$ cat src/rtl/oled_buf_pkg.sv
// Shared constants and FSM state type for the OLED character buffer.
package oled_buf_pkg;

    localparam int unsigned DEPTH      = 64;
    localparam int unsigned ADDR_W     = 6;
    localparam int unsigned DATA_W     = 8;
    localparam logic [7:0]  BLANK_CHAR = 8'h20;

    typedef enum logic {
        IDLE,
        SEND
    } state_t;

endpackage

$ cat src/rtl/oled_char_buffer_char_ram.sv
// Character storage: register array with one write port, one combinational
// read port and a flag telling whether the pending write changes its cell.
module char_ram #(
    parameter int unsigned       DEPTH  = oled_buf_pkg::DEPTH,
    parameter int unsigned       ADDR_W = oled_buf_pkg::ADDR_W,
    parameter int unsigned       DATA_W = oled_buf_pkg::DATA_W,
    parameter logic [DATA_W-1:0] BLANK  = oled_buf_pkg::BLANK_CHAR
) (
    input  logic              sysclk,
    input  logic              cpu_resetn,
    input  logic              we_i,
    input  logic [ADDR_W-1:0] waddr_i,
    input  logic [DATA_W-1:0] wdata_i,
    input  logic [ADDR_W-1:0] raddr_i,
    output logic [DATA_W-1:0] rdata_o,
    output logic              wdiff_o
);
    import oled_buf_pkg::*;

    logic [DATA_W-1:0] mem_q [DEPTH];

    always_ff @(posedge sysclk or negedge cpu_resetn) begin
        if (!cpu_resetn) begin
            for (int unsigned i = 0; i < DEPTH; i++) begin
                mem_q[i] <= BLANK;
            end
        end else if (we_i) begin
            mem_q[waddr_i] <= wdata_i;
        end
    end

    assign rdata_o = mem_q[raddr_i];
    assign wdiff_o = we_i && (mem_q[waddr_i] != wdata_i);

endmodule

$ cat src/rtl/oled_char_buffer.sv
// OLED character buffer: CPU write port, change tracking and a 64-beat
// valid/ready frame streamer feeding the display renderer.
module oled_char_buffer #(
    parameter int unsigned       DEPTH      = oled_buf_pkg::DEPTH,
    parameter int unsigned       DATA_W     = oled_buf_pkg::DATA_W,
    parameter logic [DATA_W-1:0] BLANK_CHAR = oled_buf_pkg::BLANK_CHAR
) (
    input  logic                            sysclk,
    input  logic                            cpu_resetn,
    input  logic                            we_ip,
    input  logic [oled_buf_pkg::ADDR_W-1:0] write_addr_ip,
    input  logic [DATA_W-1:0]               write_data_ip,
    output logic                            stream_valid_op,
    input  logic                            stream_ready_ip,
    output logic [oled_buf_pkg::ADDR_W-1:0] stream_addr_op,
    output logic [DATA_W-1:0]               stream_data_op,
    output logic                            stream_last_op,
    output logic                            busy_op,
    output logic                            dirty_op,
    output logic [15:0]                     frame_count_op
);
    import oled_buf_pkg::*;

    localparam logic [ADDR_W-1:0] LAST_IDX = ADDR_W'(DEPTH - 1);

    state_t              state_q;
    logic [ADDR_W-1:0]   idx_q;
    logic                valid_q;
    logic [DATA_W-1:0]   data_q;
    logic                dirty_q;
    logic [15:0]         frame_q;

    logic [ADDR_W-1:0]   load_addr_d;
    logic [DATA_W-1:0]   load_data_d;
    logic [DATA_W-1:0]   ram_rdata;
    logic                wdiff;
    logic                handshake;

    char_ram #(
        .DEPTH  (DEPTH),
        .ADDR_W (ADDR_W),
        .DATA_W (DATA_W),
        .BLANK  (BLANK_CHAR)
    ) u_ram (
        .sysclk     (sysclk),
        .cpu_resetn (cpu_resetn),
        .we_i       (we_ip),
        .waddr_i    (write_addr_ip),
        .wdata_i    (write_data_ip),
        .raddr_i    (load_addr_d),
        .rdata_o    (ram_rdata),
        .wdiff_o    (wdiff)
    );

    // Cell that would be loaded on this edge; a same-edge write to it bypasses the array.
    always_comb begin
        load_addr_d = (state_q == IDLE) ? '0 : idx_q + 1'b1;
        load_data_d = (we_ip && (write_addr_ip == load_addr_d)) ? write_data_ip : ram_rdata;
    end

    assign handshake = valid_q && stream_ready_ip;

    always_ff @(posedge sysclk or negedge cpu_resetn) begin
        if (!cpu_resetn) begin
            state_q <= IDLE;
            idx_q   <= '0;
            valid_q <= 1'b0;
            data_q  <= BLANK_CHAR;
            dirty_q <= 1'b1;
            frame_q <= '0;
        end else begin
            case (state_q)
                IDLE: begin
                    // Starting a frame clears dirty, but a changing write on the same edge re-sets it.
                    dirty_q <= wdiff;
                    if (dirty_q) begin
                        idx_q   <= '0;
                        valid_q <= 1'b1;
                        data_q  <= load_data_d;
                        state_q <= SEND;
                    end
                end
                SEND: begin
                    dirty_q <= dirty_q | wdiff;
                    if (handshake) begin
                        if (idx_q == LAST_IDX) begin
                            valid_q <= 1'b0;
                            frame_q <= frame_q + 16'd1;
                            state_q <= IDLE;
                        end else begin
                            idx_q  <= idx_q + 1'b1;
                            data_q <= load_data_d;
                        end
                    end
                end
                default: state_q <= IDLE;
            endcase
        end
    end

    assign stream_valid_op = valid_q;
    assign stream_addr_op  = idx_q;
    assign stream_data_op  = data_q;
    assign stream_last_op  = valid_q && (idx_q == LAST_IDX);
    assign busy_op         = (state_q == SEND);
    assign dirty_op        = dirty_q;
    assign frame_count_op  = frame_q;

endmodule
$ cat config.mk
export PLATFORM = sky130hd
export DESIGN_NAME = oled_char_buffer
export DESIGN_NICKNAME = d
export VERILOG_FILES = /design/src/rtl/oled_buf_pkg.sv /design/src/rtl/oled_char_buffer_char_ram.sv /design/src/rtl/oled_char_buffer.sv
export SDC_FILE = /design/constraint.sdc
export NUM_CORES = 1
export LEC_CHECK = 0
export CAP_MARGIN = 10
export CORE_UTILIZATION = 63
export DETAILED_ROUTE_END_ITERATION = 8
export GPL_ROUTABILITY_DRIVEN = 1
export PLACE_DENSITY = 0.8
export SLEW_MARGIN = 20
export SYNTH_ARGS = -nofsm -noshare
export SYNTH_HDL_FRONTEND = slang
export SYNTH_SLANG_ARGS = --single-unit
$ cat constraint.sdc
create_clock -name sysclk -period 3.3 [get_ports sysclk]
set_clock_uncertainty 0.2 [all_clocks]
set_input_delay 0.33 -clock sysclk [delete_from_list [all_inputs] [get_ports sysclk]]
set_output_delay 0.33 -clock sysclk [all_outputs]
set_load 0.02 [all_outputs]
* After elaboration in Yosys (flattened, before gate mapping)
Cells that the tools add are included.
** Word-level totals
- Register bits after elaboration :: 545
- Word-level logic and storage cells :: 122
** Operators by class
- Add/subtract/negate cells :: 2
- $lt $le $gt $ge :: 3
- Equality and inequality tests :: 7
- Muxes and demuxes :: 28
- Bitwise logic cells :: 4
- Reduce and logical (&&, ||, !) cells :: 8
** Operators by type and width (count)
- $bwmux W512 :: 1
- $bmux W8 S6 :: 2
- $mux W8 :: 9
- $demux W8 S6 :: 1
- $mux W6 :: 4
- $add A16 B1 Y16 const B :: 1
- $pmux W8 S2 :: 1
- $ge A7 B7 Y1 const B :: 2
- $not A6 Y7 :: 2
- $pmux W6 S2 :: 1
- $reduce_and A3 Y1 :: 3
- $ne A8 B8 Y1 :: 1
- $lt A7 B1 Y1 const B :: 1
- $add A6 B1 Y6 const B :: 1
- $eq A6 B6 Y1 :: 1
- $eq A6 B6 Y1 const B :: 1
- $mux W1 :: 6
- $pmux W1 S2 :: 3
- $logic_and A1 B1 Y1 :: 5
- $ne A2 B1 Y1 const B :: 2
- $ne A2 B2 Y1 const B :: 2
- $not A1 Y1 :: 1
- $or A1 B1 Y1 :: 1

* Longest topological paths before layout
Gate-level depths: netlist of run 1.
- Depth after elaboration :: 10
- Gate-level depth with buffers :: 12
- Depth with buffers taken out :: 9

* Cells and area by module
Synthesis of run 1 repeated with hierarchy kept, for this count alone.
** Second synthesis, totals
- Cell total of the unflattened synthesis :: 2101
- Area total of the unflattened synthesis :: 29233.0 um^2
** Modules (own cells, without submodules)
- char_ram :: instances 1, cells each 1923, area an instance 27496.4 um^2
- oled_char_buffer :: instances 1, cells each 178, area an instance 1736.7 um^2

* Worst setup path after synthesis of run 1
OpenSTA, ideal clock, no wires.
- Path type :: reg2reg
- From :: register idx_q[1] (netlist: stream_addr_op[1])
- To :: register data_q[4] (netlist: stream_data_op[4])
- Library setup time :: 0.065 ns
- Arrival time :: 2.777 ns
- Data required time :: 3.035 ns
- Path slack :: 0.258 ns
- Cell stages (with the launch flop) :: 10
- Clock period less this slack :: 3.042 ns
- Cell sequence :: dfrtp_1 > ha_1 > and2_1 > buf_2 > buf_2 > mux4_2 > a221oi_1 > mux2i_1 > a2111oi_0 > a211o_1
** On the way
- Cells in the longest elaborated chain, start to end :: 10
- Elaborated cells between the ends (all ways) :: 16
- Classes of those cells :: add/sub (1); eq/ne (3); mux (9); bitwise (1); reduce/logical (2)
** RTL lines
- start, declared :: line oled_char_buffer.sv:27 : logic [ADDR_W-1:0] idx_q;
- start signal, assigned :: line oled_char_buffer.sv:91 : idx_q <= idx_q + 1'b1;
- $add A6 B1 Y6 :: line oled_char_buffer.sv:57 : load_addr_d = (state_q == IDLE) ? '0 : idx_q + 1'b1;
- $mux W6 :: line oled_char_buffer.sv:57
- $not A6 Y7 (not written as such) :: line oled_char_buffer_char_ram.sv:32 : assign rdata_o = mem_q[raddr_i];
- $bmux W8 S6 :: line oled_char_buffer_char_ram.sv:32
- $mux W8 (not written as such) (2 in series) :: line oled_char_buffer_char_ram.sv:32
- $mux W8 :: line oled_char_buffer.sv:58 : load_data_d = (we_ip && (write_addr_ip == load_addr_d)) ? write_data_ip : ram_rdata;
- $mux W8 :: line oled_char_buffer.sv:86 : if (idx_q == LAST_IDX) begin
- $mux W8 :: line oled_char_buffer.sv:85 : if (handshake) begin
- $pmux W8 S2 :: line oled_char_buffer.sv:72 : case (state_q)
- end signal, assigned :: line oled_char_buffer.sv:79 : data_q <= load_data_d;
- end signal, assigned :: line oled_char_buffer.sv:92 : data_q <= load_data_d;
- end, declared :: line oled_char_buffer.sv:29 : logic [DATA_W-1:0] data_q;
Several ways; a longest one is shown, not always the timed one. The select of a mux whose other input is x is not followed.
A chain may end at the register's enable or synchronous reset.

* Worst setup path in the final report of run 1
- From :: register idx_q[0] (netlist: stream_addr_op[0])
- To :: register data_q[3] (netlist: stream_data_op[3])
The elaborated chain is that of the path after synthesis.

==> results.py, run 1 <==
metrics = {
    "logic_synthesis": {
        "synth_seq_cells": 545,
        "synth_compound_area_share_pct": 8.748,
        "synth_cell_types": 68,
        "synth_edf_count": 0,
        "netlist_instances": 2551,
        "async_flop_share_pct": 100.0,
        "ys_dominant_reg_cell": "dfrtp_1",
        "syn_nets": 2571,
        "yosys_warnings": 0,
        "synth-adder-area-share_pct": 0.08195,
        "yosysSeqAreaShare_pct": 44.93,
        "synthSimpleGateAreaFrac_pct": 9.072,
        "synthMuxAreaShare_pct": 32.67,
        "syn_area_per_cell_um2": 11.97,
        "synth-xor-area-share_pct": 0.9137,
        "syn_area_um2": 30540,
        "synth_top_family_by_area": "multiplexers",
    },
    "global_routing": {
        "antenna_found_initial": 4,
        "grt_start_max_net_pins": 112,
        "grt_use_total_pct": 45.02,
        "grt_first_pass_wirelength_mm": 162.6,
        "grt_pass1_vias": 24040,
        "grt-ovfl-total": 0,
    },
    "clock_tree": {
        "cts-root-buf": "clkbuf_16",
        "cts.clk_slew.worst_paths_ps": 70,
        "cts_buffers": 56,
        "tritoncts": "built",
        "clockBufferDepth": 3,
        "htree_levels": 2,
        "clk_latency_ps": 650,
        "cts_sinks": 545,
    },
    "timing": {
        "hold_ws_ps": 10.02,
        "fmax_mhz": 301.1,
        "slew_violations": 0,
        "max_slew.worst_pin.slew_ps": 834.0,
        "min_period_ps": 3321,
        "timing.final.crit_share_pct": 100.6,
        "setup-violations-final": 1,
        "maxSlewHeadroom_pct": 44.40,
        "hold_viol": 0,
        "setup_ws_ps": -20.70,
        "rsz0062_at_grt": "true",
    },
    "layout": {
        "final_cell_mix": "mux2_2 (514), dfrtp_1 (477), nand2_1 (277)",
        "nets": 2751,
        "diodes": 0,
        "final_common_cell": "mux2_2",
        "area_growth_pct": 17.50,
        "drive_above_1_share_pct": 43.11,
    },
    "flow_run": {
        "maxCapViolCount": 0,
    },
    "worst_setup_path": {
        "path_cells": "ha_4 > nand2_8 > buf_16 > buf_12 > a211oi_1 > a311oi_1 > a311oi_1 > a21oi_2 > o22ai_1 > buf_4 > a2111oi_2 > a211o_1",
        "path_max_fanout": 19,
        "cp_common_cell": "a311oi_1",
        "path_class": "register to register",
        "end_kind": "register",
        "crit_path_top_delay_cell": "dfrtp_4",
        "timing.rr.start": "stream_addr_op[0]",
        "setup.worst_path.start_class": "register",
        "r2r_end": "stream_data_op[3]",
        "path_delay_family": "compound AO/OA/AOI/OAI gates",
        "crit_buf_inv": 3,
        "arrival_ps": 3650,
        "critPathRequiredTime_ps": 3630,
        "worstRegToRegCells": 12,
        "r2r_slack_ps": -20,
        "crit_path_max_incr_delay_ps": 540,
    },
    "routing": {
        "drt-pass1-iter-count": 6,
        "viasPerCell": 7.253,
        "wl_per_cell_um": 32.90,
        "postRouteAntennaNets": 0,
        "via_count": 24620,
        "drc": 0,
        "drtIter0Drc": 3583,
        "drt_wl_total_mm": 111.7,
    },
    "power_and_ir_drop": {
        "sequentialPowerShare_pct": 34.4,
        "cellPowerDensity_nw_per_um2": 691.3,
        "peakVddDrop_mv": 0.5704,
        "p_int_w": 0.01571,
        "swShare_pct": 36.68,
        "p_clk_share_pct": 26.9,
        "power.switching_w": 0.009098,
        "combPwrFrac_pct": 38.7,
        "p_total_w": 0.02481,
        "p_leak_nw": 15.97,
    },
    "floorplanning": {
        "num_io_pins": 52,
        "dieArea_um2": 49350,
        "start_util_pct": 63.95,
        "dieHeight_um": 222.2,
        "die_w_um": 222.2,
        "row_count": 80,
        "core_um2": 47750,
    },
    "placed_design": {
        "dp_hpwl_mm": 77.82,
        "place_congestion": 1.072,
        "io_buffers": 51,
    },
    "worst_hold_path": {
        "hp-class": "input port to asynchronous set/reset pin",
    },
    "status": {
        "violations": "setup timing",
        "status": "finished with violations",
    },
}
[logic make-up (layout without fill, tap and decap cells)]
kind of cell | Yosys count | after routing
buffers and inverters | 225 | 452
xor gates and xnor gates | 31 | 31
muxes | 801 | 801
DFF | 545 | 545
adders and majority gates | 2 | 2
and+or+nand+nor | 571 | 572
AOI/OAI and AO/OA | 376 | 376
[registers in the layout (all words and copies together) (netlist names)]
register         flops
stream_addr_op       6
dirty_op             1
busy_op              1
frame_count_op      16
u_ram.mem_q        512
stream_data_op       8
stream_valid_op      1
[per-layer routing]
layer | global-route usage (%) | share of wire (%) | vias up
li1 | - | - | 9888
met2 | 69.02 | 45 | 1806
met3 | 10.91 | 12 | 422
met1 | 60.23 | 37 | 12490
met4 | 22.38 | 6.0 | 8
met5 | 0 | 0.055 | -
[final cells by class]
cell class / count / area [um^2]
flip-flops and latches: 545 / 13730
multi-input cells: 1782 / 16070
repair buffers: 342 / 3379
well taps: 615 / 769.5
clock inverters: 26 / 322.8
clock buffers: 80 / 1602
fillers: 3093 / 11870
inverters: 4 / 15.01
[power groups by stage]
stage / Combinational (W) / Clock, W / Sequential [W]
6_report: 0.00961 / 0.00666 / 0.00853
5_1_grt: 0.00988 / 0.00690 / 0.00860
4_1_cts: 0.00884 / 0.00668 / 0.00847
3_5_place_dp: 0.00854 / 0 / 0.00856
3_3_place_gp: 0.00840 / 0 / 0.00848
2_1_floorplan: 0.00467 / 0 / 0.00834
[through the flow]
stage               util [%]  cell area (um^2)  TNS [ps]  setup slack [ps]  std cells
global route           75.15             35880    -79.10            -38.03       3394
detailed placement     70.11             33470    -646.1            -224.5       3275
global placement       70.11             33470    -309.0            -155.3       3275
finish                 75.15             35880    -20.70            -20.70       3394
CTS                    74.52             35580         0             4.286       3389
floorplan                  -             30540         0             258.1       2551
[synthesized netlist by cell type, drive strengths merged (13+ instances only)]
| library cell | instances | area share [%] |
|---|---|---|
| mux2 | 514 | 19 |
| dfrtp | 479 | 39 |
| nand2 | 303 | 3.9 |
| mux2i | 182 | 6.0 |
| clkbuf | 114 | 1.4 |
| buf | 107 | 2.1 |
| mux4 | 105 | 7.7 |
| nor2 | 68 | 1.0 |
| dfstp | 66 | 5.7 |
| nand3 | 62 | 1.0 |
| a211oi | 61 | 1.5 |
| nor2b | 51 | 1.0 |
| o21ai | 49 | 0.82 |
| a311oi | 44 | 1.3 |
| a21oi | 42 | 0.69 |
| a31oi | 36 | 0.74 |
| a21o | 24 | 0.59 |
| a22oi | 23 | 0.57 |
| o22ai | 22 | 0.45 |
| xnor2 | 21 | 0.60 |
| nor3 | 20 | 0.39 |
| a221oi | 19 | 0.54 |
| a2111oi | 15 | 0.45 |
| nand4 | 13 | 0.31 |
| o211ai | 13 | 0.32 |
[worst reg2reg max path, cell delays in order (launching register included)]
cell and delay (ps):
dfrtp_4 540, ha_4 350, nand2_8 120, buf_16 220, buf_12 200, a211oi_1 320, a311oi_1 110, a311oi_1 380
a21oi_2 100, o22ai_1 150, buf_4 180, a2111oi_2 60, a211o_1 270
[how the worst max path moves through the flow]
stage                         to  depth (start not counted)  slack [ps]         startpoint
6_report       stream_data_op[3]                         12         -20  stream_addr_op[0]
5_1_grt        stream_data_op[3]                         13         -40  stream_addr_op[0]
4_1_cts        stream_data_op[4]                         11           4  stream_addr_op[0]
3_5_place_dp            dirty_op                         11        -220   write_addr_ip[4]
3_3_place_gp            dirty_op                         11        -160   write_addr_ip[4]
2_1_floorplan  stream_data_op[4]                          9         260  stream_addr_op[1]
[what timing repair did]
action | in CTS | in global routing
endpoints found under the setup margin | 7 | 8
endpoints found under the hold margin | 360 | 0
hold buffers | 3 | 0
cloned | 2 | 3
pin swaps | 1 | 8
gates resized for setup | 22 | 39
setup buffers | 3 | 2
Power figures use the tool's default switching activity.
==> run 2: changes to the inputs <==
Settings changed: CORE_UTILIZATION 63 to 57, PLACE_DENSITY 0.8 to 0.77.
Clock period 3.3 ns to 3 ns, I/O delays scaled along.
==> results.py, run 2 (synthesis results as in run 1) <==
metrics = {
    "power_and_ir_drop": {
        "peakVddDrop_mv": 0.5309,
        "cellPowerDensity_nw_per_um2": 760.2,
        "p_leak_nw": 16.58,
    },
    "worst_setup_path": {
        "path_class": "register to register",
        "setup.worst_path.start_class": "register",
        "path_cells": "buf_6 > and2b_4 > buf_12 > buf_16 > nand2_1 > a311oi_1 > a311oi_2 > a21oi_2 > o22ai_1 > buf_4 > a2111oi_1 > a211o_1",
        "path_max_fanout": 11,
        "worstRegToRegCells": 12,
        "crit_buf_inv": 4,
        "crit_path_top_delay_cell": "dfrtp_4",
        "arrival_ps": 3580,
        "r2r_end": "stream_data_op[4]",
        "crit_path_max_incr_delay_ps": 510,
        "end_kind": "register",
        "path_delay_family": "compound AO/OA/AOI/OAI gates",
        "r2r_slack_ps": -220,
        "crit_cells": 12,
        "timing.rr.start": "stream_addr_op[0]",
        "critPathRequiredTime_ps": 3360,
    },
    "timing": {
        "slew_violations": 0,
        "rsz0062_at_grt": "true",
        "fin_setup_tns_ps": -1054,
        "timing.final.crit_share_pct": 107.4,
        "setup-violations-final": 8,
        "max_slew.worst_pin.slew_ps": 886.6,
        "min_period_ps": 3222,
        "maxSlewHeadroom_pct": 40.89,
        "fmax_mhz": 310.4,
        "setup_ws_ps": -221.5,
        "hold_viol": 0,
        "hold_ws_ps": 92.18,
    },
    "global_routing": {
        "grt_first_pass_wirelength_mm": 164.6,
        "grt_start_max_net_pins": 82,
        "antenna_found_initial": 3,
        "grt-ovfl-total": 0,
        "grt_pass1_vias": 24540,
        "grt_use_total_pct": 41.50,
    },
    "floorplanning": {
        "core_um2": 52760,
        "row_count": 84,
        "dieHeight_um": 233.5,
        "die_w_um": 233.5,
        "dieArea_um2": 54500,
        "num_io_pins": 52,
        "start_util_pct": 57.88,
    },
    "status": {
        "violations": "DRC, setup timing",
        "status": "finished with violations",
    },
    "layout": {
        "fin_util_pct": 70.47,
        "area_growth_pct": 21.76,
        "largest_register_ffs": 512,
        "final_common_cell": "mux2_2",
        "drive_above_1_share_pct": 46.41,
        "fillers": 3692,
        "final_cell_mix": "mux2_2 (514), dfrtp_1 (476), buf_4 (339)",
        "top_register": "u_ram.mem_q",
        "nets": 2866,
    },
    "routing": {
        "drtIter0Drc": 2915,
        "viasPerCell": 6.897,
        "wl_per_cell_um": 31.09,
        "drt_wl_total_mm": 111.4,
        "drt-pass1-iter-count": 7,
        "drc": 20,
        "postRouteAntennaNets": 0,
        "via_count": 24720,
    },
    "placed_design": {
        "place_congestion": 1.064,
        "io_buffers": 51,
        "dp_hpwl_mm": 78.10,
    },
    "clock_tree": {
        "clockBufferDepth": 3,
        "htree_levels": 2,
        "cts-root-buf": "clkbuf_16",
        "tritoncts": "built",
        "cts_buffers": 58,
        "clk_latency_ps": 630,
        "cts.clk_slew.worst_paths_ps": 60,
        "cts_sinks": 545,
    },
    "flow_run": {
        "maxCapViolCount": 0,
    },
    "worst_hold_path": {
        "hp-class": "input port to asynchronous set/reset pin",
    },
}
[run 2: cell types whose count changed in the layout (fill, tap and decap cells not counted), moves of 5 or more]
cell      change
a21oi_1       -5
a311oi_1      -7
mux2i_2       +8
a21oi_2       +5
mux2i_1      -10
a311oi_2      +7
buf_4       +106
[run 2: report_power, final]
group / total, W / internal, W / switching (W)
Combinational: 0.0112 / 0.00504 / 0.00618
Sequential: 0.00934 / 0.00845 / 0.000889
Clock: 0.00770 / 0.00462 / 0.00308
[run 2: final cells by class]
| type | instances | area, um^2 | share of cell area (%) |
|---|---|---|---|
| tap | 688 | 860.8 | 2.315 |
| multi-input combinational | 1782 | 16240 | 43.68 |
| inverter | 4 | 15.01 | 0.04038 |
| antenna | 2 | 5.005 | 0.01346 |
| sequential | 545 | 13730 | 36.92 |
| clock inverter | 28 | 381.6 | 1.026 |
| clock buffer | 80 | 1655 | 4.452 |
| timing repair buffer | 455 | 4294 | 11.55 |
[run 2: worst max-delay path by stage]
stage                              endpoint              start
after floorplan           stream_data_op[4]  stream_addr_op[1]
after detailed placement           dirty_op   write_addr_ip[3]
after global routing      stream_data_op[3]  stream_addr_op[0]
after global placement             dirty_op   write_addr_ip[3]
after CTS                 stream_data_op[2]  stream_addr_op[0]
final                     stream_data_op[4]  stream_addr_op[0]
[run 2: timing repair]
item	4_1_cts	5_1_grt
resized for setup	85	24
gates cloned	7	1
hold buffers	3	0
endpoints found under the setup margin	9	9
endpoints found under the hold margin	137	0
setup buffers	16	0
pin swaps	26	7
[run 2: stage by stage]
step / setup WS, ps / total power [W] / instance area, um^2 / std cells
CTS: -100.7 / 0.02775 / 37060 / 3582
global route: -270.5 / 0.02904 / 37180 / 3582
global placement: -513.9 / 0.01884 / 34270 / 3448
detailed placement: -544.9 / 0.01907 / 34270 / 3448
floorplan: 47.89 / 0.01432 / 30540 / 2551
finish: -221.5 / 0.02827 / 37180 / 3584
[run 2: routing by layer]
metal / GRT usage, % / routed length [um]
met1: 54.94 / 43440
met2: 62.40 / 49810
met3: 9.436 / 10770
met4: 24.90 / 7402
met5: 0 / 9
